File: src/rtl/digit_entry_buffer.sv
// rtl/digit_entry_buffer.sv - keypad digit FIFO that replays a sequence to the detector on ENTER
//
// Collects keypad digits into a FIFO. ENTER (with at least one digit buffered)
// produces a one-cycle start pulse, then the buffered digits are streamed
// back-to-back, one per clock, on o_digit_out.
//
// Optional build macro: AUTO_ENTER_EN - a push that fills the buffer launches
// the start/stream sequence on its own, as if ENTER had been pressed.
//
// Ports:
//   i_clk        system clock, rising edge
//   i_asyn_rst   asynchronous reset, active-high
//   i_key_valid  i_key_code valid this cycle
//   i_key_code   0..9 digit, ENTER_CODE, CLEAR_CODE; other codes ignored
//   o_start      one-cycle pulse ahead of the digit stream
//   o_digit_out  streamed digit (0 when not streaming)
//   o_busy       high while starting/streaming; keys are discarded
//   o_overflow   sticky: a digit was dropped on a full buffer
//   o_count      digits currently buffered
module digit_entry_buffer #(
    parameter int              N          = 4,
    parameter int              DEPTH      = 8,
    parameter logic [N-1:0]    ENTER_CODE = 4'hE,
    parameter logic [N-1:0]    CLEAR_CODE = 4'hA
) (
    input  logic                         i_clk,
    input  logic                         i_asyn_rst,
    input  logic                         i_key_valid,
    input  logic [N-1:0]                 i_key_code,
    output logic                         o_start,
    output logic [N-1:0]                 o_digit_out,
    output logic                         o_busy,
    output logic                         o_overflow,
    output logic [$clog2(DEPTH+1)-1:0]   o_count
);

    localparam int AW = $clog2(DEPTH);
    localparam int CW = $clog2(DEPTH + 1);
    localparam logic [N-1:0]  MAX_DIGIT = N'(9);
    localparam logic [CW-1:0] FULL_CNT  = CW'(DEPTH);
    localparam logic [AW-1:0] LAST_PTR  = AW'(DEPTH - 1);

    typedef enum logic [1:0] {
        S_COLLECT = 2'd0,
        S_START   = 2'd1,
        S_STREAM  = 2'd2
    } state_t;

    state_t          r_state;
    logic [N-1:0]    r_mem [DEPTH];
    logic [AW-1:0]   r_wr_ptr;
    logic [AW-1:0]   r_rd_ptr;
    logic [CW-1:0]   r_count;
    logic            r_start;
    logic [N-1:0]    r_digit_out;
    logic            r_busy;
    logic            r_overflow;

    logic            w_is_digit;
    logic            w_full;
    logic            w_push;
    logic [AW-1:0]   w_wr_ptr_nxt;
    logic [AW-1:0]   w_rd_ptr_nxt;

    assign w_is_digit   = (i_key_code <= MAX_DIGIT);
    assign w_full       = (r_count == FULL_CNT);
    assign w_push       = (r_state == S_COLLECT) && i_key_valid && w_is_digit && !w_full;
    // Explicit wrap so non-power-of-two depths stay modulo DEPTH.
    assign w_wr_ptr_nxt = (r_wr_ptr == LAST_PTR) ? '0 : r_wr_ptr + AW'(1);
    assign w_rd_ptr_nxt = (r_rd_ptr == LAST_PTR) ? '0 : r_rd_ptr + AW'(1);

    // Storage array carries no reset; only the pointers define its contents.
    always_ff @(posedge i_clk) begin
        if (w_push) begin
            r_mem[r_wr_ptr] <= i_key_code;
        end
    end

    always_ff @(posedge i_clk or posedge i_asyn_rst) begin
        if (i_asyn_rst) begin
            r_state     <= S_COLLECT;
            r_wr_ptr    <= '0;
            r_rd_ptr    <= '0;
            r_count     <= '0;
            r_start     <= 1'b0;
            r_digit_out <= '0;
            r_busy      <= 1'b0;
            r_overflow  <= 1'b0;
        end else begin
            case (r_state)
                S_COLLECT: begin
                    r_start     <= 1'b0;
                    r_digit_out <= '0;
                    r_busy      <= 1'b0;
                    if (i_key_valid) begin
                        if (w_is_digit) begin
                            if (!w_full) begin
                                r_wr_ptr <= w_wr_ptr_nxt;
                                r_count  <= r_count + CW'(1);
`ifdef AUTO_ENTER_EN
                                if (r_count == FULL_CNT - CW'(1)) begin
                                    r_state <= S_START;
                                end
`endif
                            end else begin
                                r_overflow <= 1'b1;
                            end
                        end else if (i_key_code == CLEAR_CODE) begin
                            r_wr_ptr   <= '0;
                            r_rd_ptr   <= '0;
                            r_count    <= '0;
                            r_overflow <= 1'b0;
                        end else if (i_key_code == ENTER_CODE && r_count != '0) begin
                            r_state <= S_START;
                        end
                    end
                end
                S_START: begin
                    r_start     <= 1'b1;
                    r_digit_out <= '0;
                    r_busy      <= 1'b1;
                    r_state     <= S_STREAM;
                end
                S_STREAM: begin
                    r_start     <= 1'b0;
                    r_busy      <= 1'b1;
                    r_digit_out <= r_mem[r_rd_ptr];
                    r_rd_ptr    <= w_rd_ptr_nxt;
                    r_count     <= r_count - CW'(1);
                    // Busy and digit_out drop one cycle later, in COLLECT, so the
                    // last digit still gets its full cycle with busy high.
                    if (r_count == CW'(1)) begin
                        r_state <= S_COLLECT;
                    end
                end
                default: begin
                    r_state <= S_COLLECT;
                end
            endcase
        end
    end

    assign o_start     = r_start;
    assign o_digit_out = r_digit_out;
    assign o_busy      = r_busy;
    assign o_overflow  = r_overflow;
    assign o_count     = r_count;

endmodule
File: config.mk
export PLATFORM = sky130hd
export DESIGN_NAME = digit_entry_buffer
export DESIGN_NICKNAME = d
export VERILOG_FILES = /design/src/rtl/digit_entry_buffer.sv
export SDC_FILE = /design/constraint.sdc
export NUM_CORES = 1
export LEC_CHECK = 0
export CORE_MARGIN = 5
export CORE_UTILIZATION = 43
export CTS_BUF_LIST = sky130_fd_sc_hd__clkbuf_4 sky130_fd_sc_hd__clkbuf_8
export DETAILED_ROUTE_END_ITERATION = 6
export GPL_TIMING_DRIVEN = 0
export REMOVE_ABC_BUFFERS = 1
export SYNTH_ARGS = -nofsm -noshare
export SYNTH_HDL_FRONTEND = slang
export SYNTH_SLANG_ARGS = --single-unit
File: constraint.sdc
create_clock -name i_clk -period 2.6 [get_ports i_clk]
set_input_delay 0.52 -clock i_clk [delete_from_list [all_inputs] [get_ports i_clk]]
set_output_delay 0.52 -clock i_clk [all_outputs]
set_load 0.01 [all_outputs]
==> flow_summary.json, run 1 <==
{
  "drv_cap": 0,
  "place_ws_ps": -304,
  "grt.total_usage": 0.128,
  "path_max_fanout": 13,
  "dpl.hpwl_mm": 3.12,
  "initial_utilization": 0.439,
  "gr-total-overflow": 0,
  "place_congestion": 0.736,
  "root_buffer": "clkbuf_8",
  "synth_edf_count": 32,
  "timing.final.crit_share": 0.913,
  "fin_hold_ws_ps": 498,
  "antenna_found_initial": 0,
  "synthesis.area_mm2": 0.00239,
  "finalHoldViolations": 0,
  "drt_iter0_markers": 69,
  "ys_ff_latch": 51,
  "powerDensity_mw_per_mm2": 907,
  "clkTransAtPathRegs_ps": 90,
  "clk_latency_ps": 300,
  "yosysSeqAreaShare": 0.602,
  "cp.required_ps": 2560,
  "core-area_mm2": 0.00544,
  "ys_async_sr_fraction": 0.373,
  "vias": 1389,
  "hold_path_class": "flop to flop",
  "cts_hold_buf": 0,
  "cp_top_family": "simple AND/OR/NAND/NOR gates",
  "drc_errors": 0,
  "postCtsSetupBuffers": 0,
  "dieArea_mm2": 0.00714,
  "cts-buffers-inserted": 5,
  "crit_path_end_kind": "flop",
  "tightest_slew_ps": 740,
  "die_w_um": 84.5,
  "path_buf_inv": 1,
  "routed_via_density": 5.24,
  "portBuffers": 17,
  "area_delta_synth_final_pct": 14.2,
  "fin_ws_ps": 226,
  "crit_arrival_ps": 2330,
  "synth_warnings": 0,
  "fin_setup_tns_ps": 0,
  "firstDrtPassIters": 4,
  "cts_resized": 0,
  "cp-start-kind": "input pin",
  "die_height_um": 84.5,
  "dp.cells": 257,
  "syn_avg_cell_area_um2": 13.8,
  "power.leakage_nw": 1.04,
  "ant_nets": 0,
  "slew_headroom": 0.506,
  "ios": 18,
  "drive_above_1_share": 0.166,
  "synth_ff_type": "edfxtp_1",
  "finalNonFillerCells": 265,
  "first_global_vias": 1443,
  "finClkSkew_ps": 7.18,
  "cts.sinks": 51,
  "ir_worst_vdd_v": 0.000416,
  "antenna_cells": 0,
  "netlist_instances": 173,
  "total_power_w": 0.00247,
  "wl_per_cell_um": 16.3,
  "drv_slew": 0,
  "grt_pass1_wl_mm": 7.09,
  "slowest_stage": "clkdlybuf4s50_1",
  "cts_tree": "done",
  "critPathMaxStageDelay_ps": 670,
  "final_cell_mix": "edfxtp_1 (32), dfrtp_1 (19), clkdlybuf4s50_1 (17)",
  "grt_max_degree": 20,
  "cts_htree_levels": 2,
  "final_common_cell": "edfxtp_1",
  "rows": 27,
  "ys_types": 39,
  "setup_viol": 0,
  "cts.path.max_buffers": 2,
  "layout.nets": 210,
  "path_cells": "clkdlybuf4s50_1, o21a_2, nor3_4, nand2b_1, nor2_1",
  "min_period_ps": 2370,
  "run_status": "complete, no violations",
  "fmax_mhz": 421,
  "drt_wl_total_mm": 4.33,
  "critical_path_class": "input pin to flop",
  "rsz0062_at_grt": "false"
}
## layout make-up
type | instances | area (um2)
Clock inverter | 2 | 13.8
Timing Repair Buffer | 17 | 170
Multi-Input combinational cell | 107 | 901
Clock buffer | 6 | 76.3
Tap cell | 72 | 90.1
Sequential cell | 51 | 1440
Fill cell | 489 | 2710
Inverter | 10 | 37.5
## sequential cells by signal, summed over array words and instances, names as in the netlist
signal       cells
o_busy           1
o_count          4
o_digit_out      4
o_overflow       1
o_start          1
r_mem           32
r_rd_ptr         3
r_state          2
r_wr_ptr         3
## cell usage after synthesis (2+ instances only)
library cell | instances | area, um2
nand2_2 | 3 | 18.8
ha_1 | 11 | 138
o31ai_1 | 2 | 15.0
clkbuf_1 | 2 | 7.51
a21oi_1 | 6 | 30.0
nand2b_1 | 5 | 31.3
a21oi_2 | 2 | 17.5
nor3_1 | 3 | 15.0
nand3_1 | 4 | 20.0
inv_1 | 9 | 33.8
nor2b_1 | 2 | 12.5
edfxtp_1 | 32 | 961
a22o_1 | 2 | 17.5
o21ai_1 | 14 | 70.1
nand2_1 | 11 | 41.3
nor2_1 | 11 | 41.3
mux2i_1 | 5 | 50.1
buf_2 | 2 | 10.0
mux4_2 | 8 | 180
dfrtp_1 | 19 | 475
a21o_1 | 2 | 15.0
## worst reg2reg max path, stage by stage, from the launching register on
cell and delay (ps):
dfrtp_1 480, inv_1 90, ha_1 270, and3b_2 260, nor3_4 170, nand2b_1 160, nor2_1 380
## path summary, 6_finish.rpt
path | from | to | slack (ps) | cells past startpoint
min | o_start$_DFFE_PP0P_ | o_start$_DFFE_PP0P_ | 500 | 2
max reg2reg | o_count[0]$_DFFE_PP0P_ | r_mem[4][3]$_DFFE_PP_ | 440 | 6
max in group asynchronous | i_asyn_rst | o_overflow$_DFFE_PP0P_ | 1490 | 2
max | i_key_code[2] | r_mem[4][3]$_DFFE_PP_ | 230 | 5
min in group asynchronous | i_asyn_rst | r_rd_ptr[0]$_DFFE_PP0P_ | 650 | 2
min reg2reg | o_start$_DFFE_PP0P_ | o_start$_DFFE_PP0P_ | 500 | 2
## report_power, final
group	switching, W	internal, W	leakage [nW]	total [W]
logic	0.000421	0.000433	0.453	0.000854
registers	0.000166	0.000999	0.538	0.00116
clock network	0.000252	0.000201	0.0486	0.000452
## through the flow
stage | area (um2) | utilization
5_1_grt | 2730 | 0.501
4_1_cts | 2720 | 0.499
6_report | 2730 | 0.501
3_3_place_gp | 2630 | 0.483
3_5_place_dp | 2630 | 0.483
2_1_floorplan | 2360 | -
## logic make-up after synthesis
| logic type | synth area share |
|---|---|
| AO/OA/AOI/OAI | 0.118 |
| adder cells (fa/ha/maj) | 0.0577 |
| buffers and inverters | 0.0246 |
| flip-flops | 0.602 |
| multiplexers | 0.106 |
| AND/OR/NAND/NOR | 0.0918 |
## routing by layer
layer	GRT usage	routed length [um]	vias up
li1	-	-	677
met1	0.153	1920	686
met2	0.225	2230	21
met3	0.0353	132	5
met4	0.0388	38	0
met5	0	0	-
No activity file was read; power rests on OpenSTA's default activity.
==> run 2, diff against run 1 <==
CTS_CLUSTER_SIZE = 16   (was unset)
==> results of run 2 <==
No change in the layout: final DEF, timing and power equal those of run 1.
